<file path="src/rtl/pc_fetch_unit.sv">
// Program counter and fetch sequencer feeding the instruction memory and the IF/ID register.
// Pairs each returned word with its PC and squashes wrong-path, halt and out-of-range fetches.
`timescale 1ns/1ps

module pc_fetch_unit #(
    parameter int unsigned      NBITS     = 32,
    parameter logic [NBITS-1:0] PC_STEP   = 'd4,
    parameter logic [NBITS-1:0] PC_RESET  = 'd0,
    parameter logic [NBITS-1:0] PC_MAX    = 'd56,
    parameter logic [NBITS-1:0] HALT_WORD = '1
) (
    input  logic             i_clk,
    input  logic             i_reset_n,
    input  logic             i_enable,
    input  logic             i_stall,
    input  logic             i_branch,
    input  logic [NBITS-1:0] i_branch_target,
    input  logic             i_jump,
    input  logic [NBITS-1:0] i_jump_target,
    input  logic [NBITS-1:0] i_instruction,
    output logic [NBITS-1:0] o_PC,
    output logic [NBITS-1:0] o_PC_plus4,
    output logic [NBITS-1:0] o_instr_PC,
    output logic             o_valid,
    output logic             o_halted,
    output logic             o_fault,
    output logic [15:0]      o_instr_count
);

    typedef enum logic [1:0] {StIdle, StRun, StHalt, StFault} state_e;

    state_e           state_q, state_d;
    logic [NBITS-1:0] pc_q, pc_d;
    logic [NBITS-1:0] instr_pc_q, instr_pc_d;
    logic             live_q, live_d;
    logic [15:0]      count_q, count_d;

    logic             redirect;
    logic             is_halt_word;
    logic [NBITS-1:0] seq_pc;
    logic [NBITS-1:0] cand_pc;
    logic             seq_bad;
    logic             cand_bad;

    always_ff @(posedge i_clk or negedge i_reset_n) begin
        if (!i_reset_n) begin
            state_q    <= StIdle;
            pc_q       <= PC_RESET;
            instr_pc_q <= PC_RESET;
            live_q     <= 1'b0;
            count_q    <= 16'd0;
        end else begin
            state_q    <= state_d;
            pc_q       <= pc_d;
            instr_pc_q <= instr_pc_d;
            live_q     <= live_d;
            count_q    <= count_d;
        end
    end

    // Carry out of the increment is dropped; the PC_MAX compare catches the wrap.
    assign seq_pc       = pc_q + PC_STEP;
    assign redirect     = i_branch | i_jump;
    assign is_halt_word = (i_instruction == HALT_WORD);
    assign cand_pc      = i_branch ? i_branch_target :
                          i_jump   ? i_jump_target   :
                          i_stall  ? pc_q            : seq_pc;
    assign seq_bad      = (seq_pc[1:0] != 2'b00) || (seq_pc > PC_MAX);
    assign cand_bad     = (cand_pc[1:0] != 2'b00) || (cand_pc > PC_MAX);

    always_comb begin
        state_d    = state_q;
        pc_d       = pc_q;
        instr_pc_d = instr_pc_q;
        live_d     = live_q;
        count_d    = count_q;
        if (i_enable) begin
            unique case (state_q)
                StIdle: begin
                    live_d     = 1'b1;
                    instr_pc_d = pc_q;
                    if (seq_bad) begin
                        state_d = StFault;
                    end else begin
                        pc_d    = seq_pc;
                        state_d = StRun;
                    end
                end
                StRun: begin
                    if (o_valid && !i_stall && (count_q != 16'hFFFF)) begin
                        count_d = count_q + 16'd1;
                    end
                    // A redirect squashes a returning halt word rather than halting on it.
                    if (live_q && is_halt_word && !redirect) begin
                        state_d = StHalt;
                    end else if (cand_bad) begin
                        state_d = StFault;
                    end else begin
                        pc_d = cand_pc;
                        if (redirect) begin
                            live_d = 1'b0;
                        end else if (!i_stall) begin
                            live_d     = 1'b1;
                            instr_pc_d = pc_q;
                        end
                    end
                end
                default: ;
            endcase
        end
    end

    always_comb begin
        o_PC          = pc_q;
        o_instr_PC    = instr_pc_q;
        o_PC_plus4    = instr_pc_q + PC_STEP;
        o_valid       = live_q && (state_q == StRun) && !is_halt_word;
        o_halted      = (state_q == StHalt);
        o_fault       = (state_q == StFault);
        o_instr_count = count_q;
    end

endmodule

</file>
<file path="config.mk">
export PLATFORM = sky130hd
export DESIGN_NAME = pc_fetch_unit
export DESIGN_NICKNAME = d
export VERILOG_FILES = /design/src/rtl/pc_fetch_unit.sv
export SDC_FILE = /design/constraint.sdc
export NUM_CORES = 1
export LEC_CHECK = 0
export CAP_MARGIN = 20
export CORE_MARGIN = 1
export CORE_UTILIZATION = 30
export DETAILED_ROUTE_END_ITERATION = 7
export HOLD_SLACK_MARGIN = 0.08
export PLACE_DENSITY = 0.58
export SYNTH_ARGS = -nofsm -noshare
export SYNTH_HDL_FRONTEND = slang
export SYNTH_SLANG_ARGS = --single-unit
export TNS_END_PERCENT = 50
</file>
<file path="constraint.sdc">
create_clock -name i_clk -period 3.7 [get_ports i_clk]
set_input_delay 0.555 -clock i_clk [delete_from_list [all_inputs] [get_ports i_clk]]
set_output_delay 0.555 -clock i_clk [all_outputs]
set_load 0.05 [all_outputs]
</file>
## Word-level counts from Yosys, hierarchy flattened

Index checks and enable logic that the tools add are counted.
Widths: inputs -> output; s select.

- Eq/ne operators: 12
- Reductions and logical operators: 20
- Bitwise logic cells: 1
- $lt $le $gt $ge: 2
- Add/subtract/negate cells: 3
- Muxes and demuxes: 21

Operators with widths:

| kind | number |
|---|---|
| $mux 32 | 10 |
| $pmux 32 s2 | 2 |
| $add 32x3->32 const B | 2 |
| $gt 32x6->1 const B | 2 |
| $eq 32x32->1 const B | 1 |
| $add 16x1->16 const B | 1 |
| $ne 16x16->1 const B | 1 |
| $ne 2x2->1 const B | 5 |
| $reduce_and 5->1 | 2 |
| $logic_and 1x1->1 | 6 |
| $mux 2 | 3 |
| $ne 3x3->1 const B | 2 |
| $reduce_and 3->1 | 2 |
| $reduce_and 6->1 | 1 |
| $reduce_bool 2->1 | 3 |
| $eq 2x2->1 const B | 2 |
| $mux 1 | 4 |
| $pmux 2 s2 | 1 |
| $logic_not 1->1 | 3 |
| $eq 2x1->1 const B | 1 |
| $logic_not 2->1 | 1 |
| $logic_or 1x1->1 | 2 |
| $pmux 1 s2 | 1 |
| $or 1x1->1 | 1 |

- Register bits after elaboration: 83

## Longest topological paths before layout

Gate-level depths: netlist of run 1.

- Word-level depth: 9
- Depth in mapped cells: 13
- Gate-level depth less buffers: 10

## Worst setup path before layout of run 1

Ideal clock, no wire load.

- Path type: register to register
- From: register pc_q[3] (netlist: o_PC[3])
- To: register pc_q[3] (netlist: o_PC[3])
- Arrival time: 3.696 ns
- Cell stages (with the launch flop): 14
- Slack: -0.075 ns
- Path through: dfrtp_1 ha_1 buf_2 nand4_2 or4b_2 xnor2_1 mux2i_1 nand2_1 a2111oi_0 nand4_1 a21oi_2 buf_4 buf_6 mux2i_1

- Longest elaborated chain between the ends: 8
- Elaborated cells between the ends (all ways): 15
- Those cells by class: add/sub (1); order compare (2); eq/ne (2); mux (7); reduce/logical (3)

Ends and longest elaborated chain:

| what | RTL line | source |
|---|---|---|
| start: declaration | 33 | `logic [NBITS-1:0] pc_q, pc_d;` |
| start signal: assignment | 54 | `pc_q <= pc_d;` |
| $add 32x3->32 | 62 | `assign seq_pc = pc_q + PC_STEP;` |
| $mux 32 | 67 | `i_stall ? pc_q : seq_pc;` |
| $mux 32 | 66 | `i_jump ? i_jump_target :` |
| $mux 32 | 65 | `assign cand_pc = i_branch ? i_branch_target :` |
| $gt 32x6->1 | 69 | `assign cand_bad = (cand_pc[1:0] != 2'b00) \|\| (cand_pc > PC_MAX);` |
| $logic_or 1x1->1 | 69 |  |
| $ne 2x2->1 (no line) | -- |  |
| $reduce_and 5->1 (no line) | -- |  |

Several ways; a longest one is shown, not always the timed one. The select of a mux whose other input is x is not followed.
A chain may end at the register's enable or synchronous reset.

## Worst setup path in the final report of run 1

- From: register pc_q[3] (netlist: o_PC[3])
- To: register instr_pc_q[2] (netlist: o_instr_PC[2])

- Longest elaborated chain between the ends: 8

Ends and longest elaborated chain:

| what | RTL line | source |
|---|---|---|
| $add 32x3->32 | 62 |  |
| $mux 32 * | 67 |  |
| $mux 32 * | 66 |  |
| $mux 32 * | 65 |  |
| $gt 32x6->1 * | 69 |  |
| $logic_or 1x1->1 * | 69 |  |
| $ne 2x2->1 (no line) * | -- |  |
| $reduce_and 6->1 (no line) * | -- |  |
| end signal: assignment | 55 | `instr_pc_q <= instr_pc_d;` |
| end: declaration | 34 | `logic [NBITS-1:0] instr_pc_q, instr_pc_d;` |

Every way passes the cells marked *; elsewhere a longest branch is shown, timed or not.

==> flow_summary.yaml, run 1 <==
place:
  gp_congestion: 0.874
  hpwl_um: 19300
  place_worst_setup_slack_ns: -0.464
  portBuffers: 216
synthesis:
  post_synth_most_frequent_cells: "sky130_fd_sc_hd__dfrtp_1 (83), sky130_fd_sc_hd__nand2_1 (74), sky130_fd_sc_hd__nand4_1 (66), sky130_fd_sc_hd__nor2_1 (55), sky130_fd_sc_hd__xnor2_1 (53)"
  synthFlopType: "sky130_fd_sc_hd__dfrtp_1"
  synth_area_um2: 6700
  synth_most_common_cell: "sky130_fd_sc_hd__dfrtp_1"
  synth.largest_area_cell: "sky130_fd_sc_hd__dfrtp_1"
  largest_family_of_logic_cells_by_synthesized_area: "simple AND/OR/NAND/NOR gates"
  xor_xnor_share_of_the_synthesized_area_pct: 9.03
  number_of_enable_type_register_cells_in_the_synthesized_netlist: 0
  syn-instance-count: 829
  yosys.cell_types.count: 70
  synth_seq_cells: 83
  ys.warnings.count: 0
  post_synth_fa_ha_maj_area_fraction_pct: 0.748
  synth-simple-area-share_pct: 31.8
  synthMuxAreaShare_pct: 1.05
  syn-num-nets: 935
  synth.yosys.seq_area_share_pct: 31.0
  netlist_top_cells_area: "sky130_fd_sc_hd__dfrtp_1 (31%), sky130_fd_sc_hd__xnor2_1 (6.9%), sky130_fd_sc_hd__nand4_1 (6.2%)"
  fraction_of_the_mapped_netlist_area_in_compound_gates_pct: 19.9
  post_synth.cell_area_avg_um2: 8.08
  synth_top_area_share_pct: 31.0
  synth-async-reset-ratio_pct: 100
critical_path:
  critical_path_peak_fanout: 30
  critPathRequiredTime_ns: 3.93
  crit_path_start_kind: "register"
  r2r_cells: 12
  end_kind: "register"
  worst_r2r_startpoint: "o_PC[3]$_DFFE_PN0P_"
  timing_worst_setup_path_type: "reg2reg"
  timing.reg2reg.setup_slack_ns: 0.19
  cp_data_arrival_time_ns: 3.74
  crit-reg2reg-capture: "o_instr_PC[2]$_DFFE_PN0P_"
floorplanning:
  io-pin-count: 217
  design.die.area_um2: 22900
  placement_rows: 54
  initial_core_util_pct: 30.7
  die_width_um: 151
  core_box_area_um2: 21800
  die_h_um: 151
sta:
  worst_slack_ns: 0.188
  worst_slew_pin_tran_ns: 0.915
  fin_skew_ns: 0.00790
  setup_violations: 0
  max_slew_headroom_at_the_worst_pin_pct: 39.0
  fin_hold_ws_ns: 0.341
  layout_min_cycle_time_ns: 3.51
  hold_viol: 0
  grt_setup_unrepaired: "false"
  part_of_the_cycle_the_worst_path_needs_pct: 94.9
  maxClockFrequency_mhz: 285
  total_neg_setup_slack_ns: 0
  maxSlewViolCount: 0
finish:
  post-route-util_pct: 45.8
  antenna_cells: 0
  nNetsFinal: 1185
  ratio_of_cells_with_drive_above_1_in_the_final_layout_pct: 14.4
  number_of_inserted_filler_cells_in_the_final_layout: 2206
  layout-area-overhead-vs-synth_pct: 49.3
job:
  cap_violations: 0
pwr:
  switching_share_pct: 35.0
  power.share.combinational_pct: 35.2
  power_leakage_uw: 0.00379
  total_switching_power_uw: 1120
  power_density_nw_per_um2: 320
  power.internal_uw: 2070
  power.share.sequential_pct: 32.1
  totalPowerFinal_uw: 3190
  ir_worst_vdd_mv: 0.250
  clock_power_share_pct: 32.6
global_route:
  grt_overflow_total: 0
  via_count_of_the_first_global_routing_pass: 7180
  antenna_found_initial: 0
  grt_util_all_layers_pct: 22.6
  first_pass_grt_wire_length_um: 40200
  grt_start_max_net_pins: 69
route:
  antenna_left: 0
  first_iter_violations: 477
  met3WireLength_um: 1480
  met2RoutedLength_um: 11500
  post-route-drc-count: 0
  detailroute.via_count: 7536
  drt_first_pass_iters: 5
  detail_route.wl_per_cell_um: 18.5
  maxUsedRoutingLayer: "met4"
  wl_met1_um: 12000
  post_drt_via_cell_ratio: 5.52
  detail_route.wirelength_um: 25200
clock_network:
  tritoncts: "done"
  root_buffer: "sky130_fd_sc_hd__clkbuf_16"
  cts-buffers-inserted: 9
  clk_path_buf_depth: 2
  clock-sinks: 83
  clk_pin_slew_ns: 0.06
  clock_insertion_delay_worst_skew_ns: 0.34
  cts_htree_levels: 3
min_path:
  hold_path_class: "in2async"
status:
  run_status: "complete, no violations"
stage by stage:
step           area, um^2  std cells
2_1_floorplan        6700        829
3_3_place_gp         9630       1348
3_5_place_dp         9630       1348
4_1_cts              9980       1364
5_1_grt              9990       1364
6_report             9990       1364
worst max path at each step:
stage / start / to / slack, ns / cells after the start
4_1_cts: o_instr_PC[6]$_DFFE_PN0P_ / o_PC_plus4[31] / 0.06 / 10
3_3_place_gp: i_stall / o_instr_PC[2]$_DFFE_PN0P_ / -0.38 / 15
2_1_floorplan: o_PC[2]$_DFFE_PN0P_ / o_PC[3]$_DFFE_PN0P_ / 0.04 / 13
3_5_place_dp: i_stall / o_instr_PC[2]$_DFFE_PN0P_ / -0.46 / 15
6_report: o_PC[3]$_DFFE_PN0P_ / o_instr_PC[2]$_DFFE_PN0P_ / 0.19 / 12
5_1_grt: o_PC[3]$_DFFE_PN0P_ / o_instr_PC[2]$_DFFE_PN0P_ / 0.006 / 12
critical path, cell delays in order, from the launching register on:
cell                        delay [ns]
sky130_fd_sc_hd__dfrtp_2          0.37
sky130_fd_sc_hd__ha_2             0.26
sky130_fd_sc_hd__nand4_2          0.21
sky130_fd_sc_hd__or4b_2           0.70
sky130_fd_sc_hd__xnor2_1          0.18
sky130_fd_sc_hd__mux2i_1          0.19
sky130_fd_sc_hd__nand2_1          0.09
sky130_fd_sc_hd__a2111oi_2        0.45
sky130_fd_sc_hd__buf_4            0.19
sky130_fd_sc_hd__and4_1           0.30
sky130_fd_sc_hd__buf_12           0.22
sky130_fd_sc_hd__nand4_1          0.10
sky130_fd_sc_hd__o311ai_0         0.13
routing by layer:
metal | track usage [%] | vias to the layer above
li1 | - | 3604
met1 | 32.6 | 3626
met2 | 35.8 | 284
met3 | 2.83 | 22
met4 | 5.00 | 0
met5 | 0 | -
placed cells by master, fill, tap and decap left out, types with 19 or more instances in the layout:
cell type                           n
sky130_fd_sc_hd__a22o_1            30
sky130_fd_sc_hd__nor4_1            25
sky130_fd_sc_hd__a21oi_1           43
sky130_fd_sc_hd__nand3_1           34
sky130_fd_sc_hd__nor2_1            50
sky130_fd_sc_hd__and3_1            19
sky130_fd_sc_hd__dfrtp_1           79
sky130_fd_sc_hd__buf_4            106
sky130_fd_sc_hd__nand2_1           74
sky130_fd_sc_hd__xnor2_1           53
sky130_fd_sc_hd__clkdlybuf4s50_1  204
sky130_fd_sc_hd__nand4_1           66
sky130_fd_sc_hd__nor2b_1           29
sky130_fd_sc_hd__o211ai_1          28
sequential cells by signal, indices dropped and copies added, names as in the netlist:
signal         flops
o_instr_count     16
state_q            2
o_instr_PC        32
o_PC              32
live_q             1
final cells by class:
cell class	instances	area (um^2)	area share, %
clock buffers	12	246	2.47
inverters	20	75.1	0.751
flip-flops and latches	83	2080	20.8
clock inverters	4	97.6	0.977
multi-input cells	649	4210	42.1
repair buffers	316	2940	29.4
well taps	280	350	3.51
what timing repair did:
| item | CTS | global route |
|---|---|---|
| endpoints found under the setup margin | 66 | 66 |
| hold buffers | 0 | 0 |
| resized for setup | 2 | 7 |
| pin swaps | 0 | 0 |
| buffers inserted | 0 | 0 |
kinds of logic (layout without fill, tap and decap cells):
group | count (synthesis) | in the layout
muxes | 7 | 7
DFF | 83 | 83
buffers and inverters | 97 | 352
xor gates and xnor gates | 69 | 69
AOI/OAI and AO/OA | 185 | 185
adders and majority gates | 4 | 4
and+or+nand+nor | 384 | 384
power groups by stage:
stage	clock network, uW	registers [uW]	logic [uW]
6_report	1040	1030	1120
5_1_grt	1090	1040	1200
4_1_cts	1060	1030	1130
3_5_place_dp	0	1040	1130
3_3_place_gp	0	1040	1120
2_1_floorplan	0	1160	546
Power figures use the tool's default switching activity.
==> inputs of run 2 (changes only) <==
- SKIP_CTS_REPAIR_TIMING: default -> 1
==> run 2 against run 1 <==
Sequential share of layout area hardly changed; fmax is 0.17% higher; combinational power about the same; cell count unchanged; register-to-register slack hardly changed; setup slack gained 0.0060 ns; first-iteration DRC count is 1.7% higher; largest power group unchanged; highest routed layer unchanged.
==> flow_summary.yaml, run 2 (synthesized netlist as in run 1, its figures left out) <==
job:
  cap_violations: 0
critical_path:
  critPathRequiredTime_ns: 3.93
  critical_path.slowest_cell: "sky130_fd_sc_hd__or4b_2"
  peak_per_stage_delay_on_the_critical_path_ns: 0.70
  critPathBufInv: 2
  critical_path_peak_fanout: 30
  cpLargestDelayFamily: "simple AND/OR/NAND/NOR gates"
  path_cells: "ha_2, nand4_2, or4b_2, xnor2_1, mux2i_1, nand2_1, a2111oi_2, buf_4, and4_1, buf_12, nand4_1, o311ai_0"
  timing_worst_setup_path_type: "reg2reg"
  cp_data_arrival_time_ns: 3.73
  end_kind: "register"
  crit_path_start_kind: "register"
sta:
  maxSlewViolCount: 0
  setup_violations: 0
  maxClockFrequency_mhz: 285
  part_of_the_cycle_the_worst_path_needs_pct: 94.8
  fin_skew_ns: 0.00790
  max_slew_headroom_at_the_worst_pin_pct: 39.0
  worst_slew_pin_tran_ns: 0.914
  layout_min_cycle_time_ns: 3.51
  fin_hold_ws_ns: 0.341
  hold_viol: 0
finish:
  multi_input_area_um2: 4210
  antenna_cells: 0
  final_cell_mix: "sky130_fd_sc_hd__clkdlybuf4s50_1 (204), sky130_fd_sc_hd__buf_4 (106), sky130_fd_sc_hd__dfrtp_1 (80)"
  nNetsFinal: 1185
  ratio_of_cells_with_drive_above_1_in_the_final_layout_pct: 14.3
  final_cells: 1364
  number_of_inserted_filler_cells_in_the_final_layout: 2207
  final_common_cell: "sky130_fd_sc_hd__clkdlybuf4s50_1"
  post-route-util_pct: 45.8
  area_taken_by_flip_flops_and_latches_um2: 2080
  layout-area-overhead-vs-synth_pct: 49.2
global_route:
  grt_start_max_net_pins: 69
  via_count_of_the_first_global_routing_pass: 7169
  grt_util_all_layers_pct: 22.6
  grt_overflow_total: 0
  first_pass_grt_wire_length_um: 40200
  antenna_found_initial: 0
clock_network:
  clk_pin_slew_ns: 0.06
  cts-buffers-inserted: 9
  tritoncts: "done"
  clk_path_buf_depth: 2
  cts_htree_levels: 3
  root_buffer: "sky130_fd_sc_hd__clkbuf_16"
  clock_insertion_delay_worst_skew_ns: 0.34
  clock-sinks: 83
route:
  detail_route.wirelength_um: 25200
  detail_route.wl_per_cell_um: 18.5
  post-route-drc-count: 0
  antenna_left: 0
  first_iter_violations: 485
  post_drt_via_cell_ratio: 5.53
  drt_first_pass_iters: 5
  detailroute.via_count: 7540
floorplanning:
  core_box_area_um2: 21800
  die_width_um: 151
  placement_rows: 54
  initial_core_util_pct: 30.7
  io-pin-count: 217
  design.die.area_um2: 22900
  die_h_um: 151
pwr:
  power_density_nw_per_um2: 320
  ir_worst_vdd_mv: 0.250
  power_leakage_uw: 0.00379
place:
  place.detailed.instances: 1348
  gp_congestion: 0.874
  hpwl_um: 19300
  portBuffers: 216
status:
  run_status: "complete, no violations"
min_path:
  hold_path_class: "in2async"
==> run 2: cell count changes in the layout (fill, tap and decap cells not counted) <==
cell | before | now
sky130_fd_sc_hd__dfrtp_2 | 4 | 3
sky130_fd_sc_hd__dfrtp_1 | 79 | 80
==> run 2: layer usage <==
| layer | routed length [um] | vias up | share of wire (%) | GRT usage, % |
|---|---|---|---|---|
| li1 | - | 3603 | - | - |
| met1 | 11900 | 3613 | 47 | 32.6 |
| met2 | 11500 | 302 | 46 | 35.7 |
| met3 | 1540 | 22 | 6.1 | 2.83 |
| met4 | 276 | 0 | 1.1 | 5.00 |
| met5 | 0 | - | 0 | 0 |
==> run 2: power by group <==
group,internal [uW],leakage [uW],switching (uW)
sequential,948,0.000991,78.4
clock,679,0.000163,363
combinational,448,0.00264,676
total,2070,0.00379,1120
==> run 2: worst paths after layout <==
path | endpoint | slack [ns] | cells past startpoint | start
max | o_instr_PC[27]$_DFFE_PN0P_ | 0.19 | 12 | o_PC[3]$_DFFE_PN0P_
min | o_instr_count[5]$_DFFE_PN0P_ | 0.34 | 1 | i_reset_n
max reg2reg | o_instr_PC[27]$_DFFE_PN0P_ | 0.19 | 12 | o_PC[3]$_DFFE_PN0P_
min reg2reg | o_instr_count[13]$_DFFE_PN0P_ | 0.49 | 1 | o_instr_count[13]$_DFFE_PN0P_
max in group asynchronous | o_PC[21]$_DFFE_PN0P_ | 2.56 | 2 | i_reset_n
min in group i_clk | o_instr_count[13]$_DFFE_PN0P_ | 0.49 | 1 | o_instr_count[13]$_DFFE_PN0P_
==> run 2: cell type report <==
type,count,share of cell area [%]
Sequential cell,83,20.8
Multi-Input combinational cell,649,42.1
Tap cell,280,3.51
Timing Repair Buffer,316,29.4
Clock inverter,4,0.977
Clock buffer,12,2.47
Inverter,20,0.751
==> run 2: metrics by stage <==
| stage | total power [uW] | TNS, ns | area (um^2) | worst slack, ns |
|---|---|---|---|---|
| 2_1_floorplan | 1700 | 0 | 6700 | 0.0433 |
| 3_3_place_gp | 2160 | -21.63 | 9630 | -0.382 |
| 3_5_place_dp | 2170 | -26.20 | 9630 | -0.464 |
| 4_1_cts | 3220 | -10.10 | 9970 | -0.223 |
| 5_1_grt | 3330 | -0.00397 | 9990 | -0.00275 |
| 6_report | 3190 | 0 | 9990 | 0.194 |
==> inputs of run 3 (changes only) <==
- CAP_MARGIN: 20 -> default
- PLACE_DENSITY: 0.58 -> 0.59
==> run 3 against run 2 <==
Setup slack gained 0.072 ns; highest routed layer unchanged; routed wire length shrank 1.0%; critical path type unchanged; clock skew about the same.
==> flow_summary.yaml, run 3 (synthesized netlist as in run 1, its figures left out) <==
status:
  run_status: "complete, no violations"
finish:
  post-route-util_pct: 45.8
  multi_input_area_um2: 4240
  layout-area-overhead-vs-synth_pct: 49.4
  number_of_inserted_filler_cells_in_the_final_layout: 2161
  final_common_cell: "sky130_fd_sc_hd__clkdlybuf4s50_1"
  antenna_cells: 0
  nNetsFinal: 1183
  final_cells: 1362
  final_cell_mix: "sky130_fd_sc_hd__clkdlybuf4s50_1 (205), sky130_fd_sc_hd__buf_4 (103), sky130_fd_sc_hd__dfrtp_1 (79)"
  ratio_of_cells_with_drive_above_1_in_the_final_layout_pct: 14.6
  area_taken_by_flip_flops_and_latches_um2: 2080
critical_path:
  critical_path.slowest_cell: "sky130_fd_sc_hd__or4b_2"
  timing.reg2reg.setup_slack_ns: 0.27
  crit-reg2reg-capture: "o_instr_PC[2]$_DFFE_PN0P_"
  timing_worst_setup_path_type: "reg2reg"
  worst_r2r_startpoint: "o_PC[2]$_DFFE_PN0P_"
  critPathRequiredTime_ns: 3.94
  peak_per_stage_delay_on_the_critical_path_ns: 0.69
  cp_data_arrival_time_ns: 3.67
  end_kind: "register"
  crit_path_start_kind: "register"
  path_cells: "ha_4, nand4_4, or4b_2, xnor2_1, mux2i_1, nand2_1, a2111oi_1, buf_4, and4_1, buf_12, nand4_1, o311ai_0"
  r2r_cells: 12
  worst_setup_path_startpoint: "o_PC[2]$_DFFE_PN0P_"
  critical_path_peak_fanout: 30
  setup.worst_path.end: "o_instr_PC[2]$_DFFE_PN0P_"
clock_network:
  root_buffer: "sky130_fd_sc_hd__clkbuf_16"
  clock_insertion_delay_worst_skew_ns: 0.35
  tritoncts: "done"
  cts_htree_levels: 3
  clk_pin_slew_ns: 0.06
  clock-sinks: 83
  cts-buffers-inserted: 9
  clk_path_buf_depth: 2
floorplanning:
  initial_core_util_pct: 30.7
  io-pin-count: 217
  die_width_um: 151
  core_box_area_um2: 21800
  design.die.area_um2: 22900
  die_h_um: 151
  placement_rows: 54
sta:
  layout_min_cycle_time_ns: 3.43
  part_of_the_cycle_the_worst_path_needs_pct: 92.8
  worst_slew_pin_tran_ns: 1.09
  grt_setup_unrepaired: "false"
  hold_viol: 0
  fin_skew_ns: 0.00814
  max_slew_headroom_at_the_worst_pin_pct: 27.6
  maxClockFrequency_mhz: 291
  setup_violations: 0
  worst_slack_ns: 0.266
  maxSlewViolCount: 0
place:
  place_worst_setup_slack_ns: -0.125
  portBuffers: 216
  gp_congestion: 0.933
  hpwl_um: 19000
  place.detailed.instances: 1346
route:
  drt_first_pass_iters: 5
  detail_route.wirelength_um: 25000
  detail_route.wl_per_cell_um: 18.3
  post_drt_via_cell_ratio: 5.48
  antenna_left: 0
  detailroute.via_count: 7459
  post-route-drc-count: 0
  first_iter_violations: 489
global_route:
  antenna_found_initial: 0
  grt_util_all_layers_pct: 22.4
  via_count_of_the_first_global_routing_pass: 7029
  grt_start_max_net_pins: 84
  grt_overflow_total: 0
  first_pass_grt_wire_length_um: 39700
pwr:
  power_leakage_uw: 0.00377
  power_density_nw_per_um2: 314
  totalPowerFinal_uw: 3140
  ir_worst_vdd_mv: 0.159
min_path:
  hold_path_class: "in2async"
job:
  cap_violations: 0
==> run 3: cell count changes in the layout (fill, tap and decap cells not counted), sizes merged <==
cell           delta
dlymetal6s2s      -1
bufinv            -1
clkinv            +2
clkinvlp          +1
buf               -2
clkbuf            -2
clkdlybuf4s50     +1
==> run 3: worst min path at each step <==
stage,start,to,slack [ns]
finish,i_reset_n,o_instr_count[5]$_DFFE_PN0P_,0.41
detailed placement,o_instr_count[13]$_DFFE_PN0P_,o_instr_count[13]$_DFFE_PN0P_,0.48
floorplan,i_reset_n,live_q$_DFFE_PN0P_,0.26
global route,i_reset_n,o_instr_count[0]$_DFFE_PN0P_,0.50
CTS,i_reset_n,o_instr_count[5]$_DFFE_PN0P_,0.46
global placement,o_instr_count[8]$_DFFE_PN0P_,o_instr_count[8]$_DFFE_PN0P_,0.48
==> run 3: cell type report <==
cell class                 instances  area share, %
tap                              280           3.50
clock inverter                     6          0.888
sequential                        83           20.8
clock buffer                      10           2.39
multi-input combinational        649           42.4
timing repair buffer             314           29.3
inverter                          20          0.750
==> run 3: per-stage QoR <==
stage | cell area (um^2) | hold WS [ns] | TNS, ns
2_1_floorplan | 6700 | 0.259 | 0
3_3_place_gp | 9630 | 0.478 | -0.926
3_5_place_dp | 9630 | 0.480 | -4.10
4_1_cts | 9950 | 0.455 | 0
5_1_grt | 10000 | 0.503 | 0
6_report | 10000 | 0.410 | 0
==> run 3: power breakdown <==
part	internal (uW)	switching (uW)
Combinational	448	680
Clock	610	384
Sequential	948	74.7
Total	2010	1140
==> run 3: per-layer routing <==
layer  part of all wire [%]  GRT usage, %  vias up  wire, um
met5                      0             0        -         0
met2                     45          34.5      314     11200
met1                     47          32.1     3521     11600
li1                       -             -     3593         -
met4                    1.8          6.70        0       439
met3                    6.7          3.55       31      1670
==> run 3: critical path: cells and delay by family, from the launching register on <==
family	cells	cell delay (ns)
AND/OR/NAND/NOR	5	1.32
buffers and inverters	2	0.42
adder cells (fa/ha/maj)	1	0.23
AO/OA/AOI/OAI	2	0.55
XOR/XNOR	1	0.17
flip-flops	1	0.45
multiplexers	1	0.18
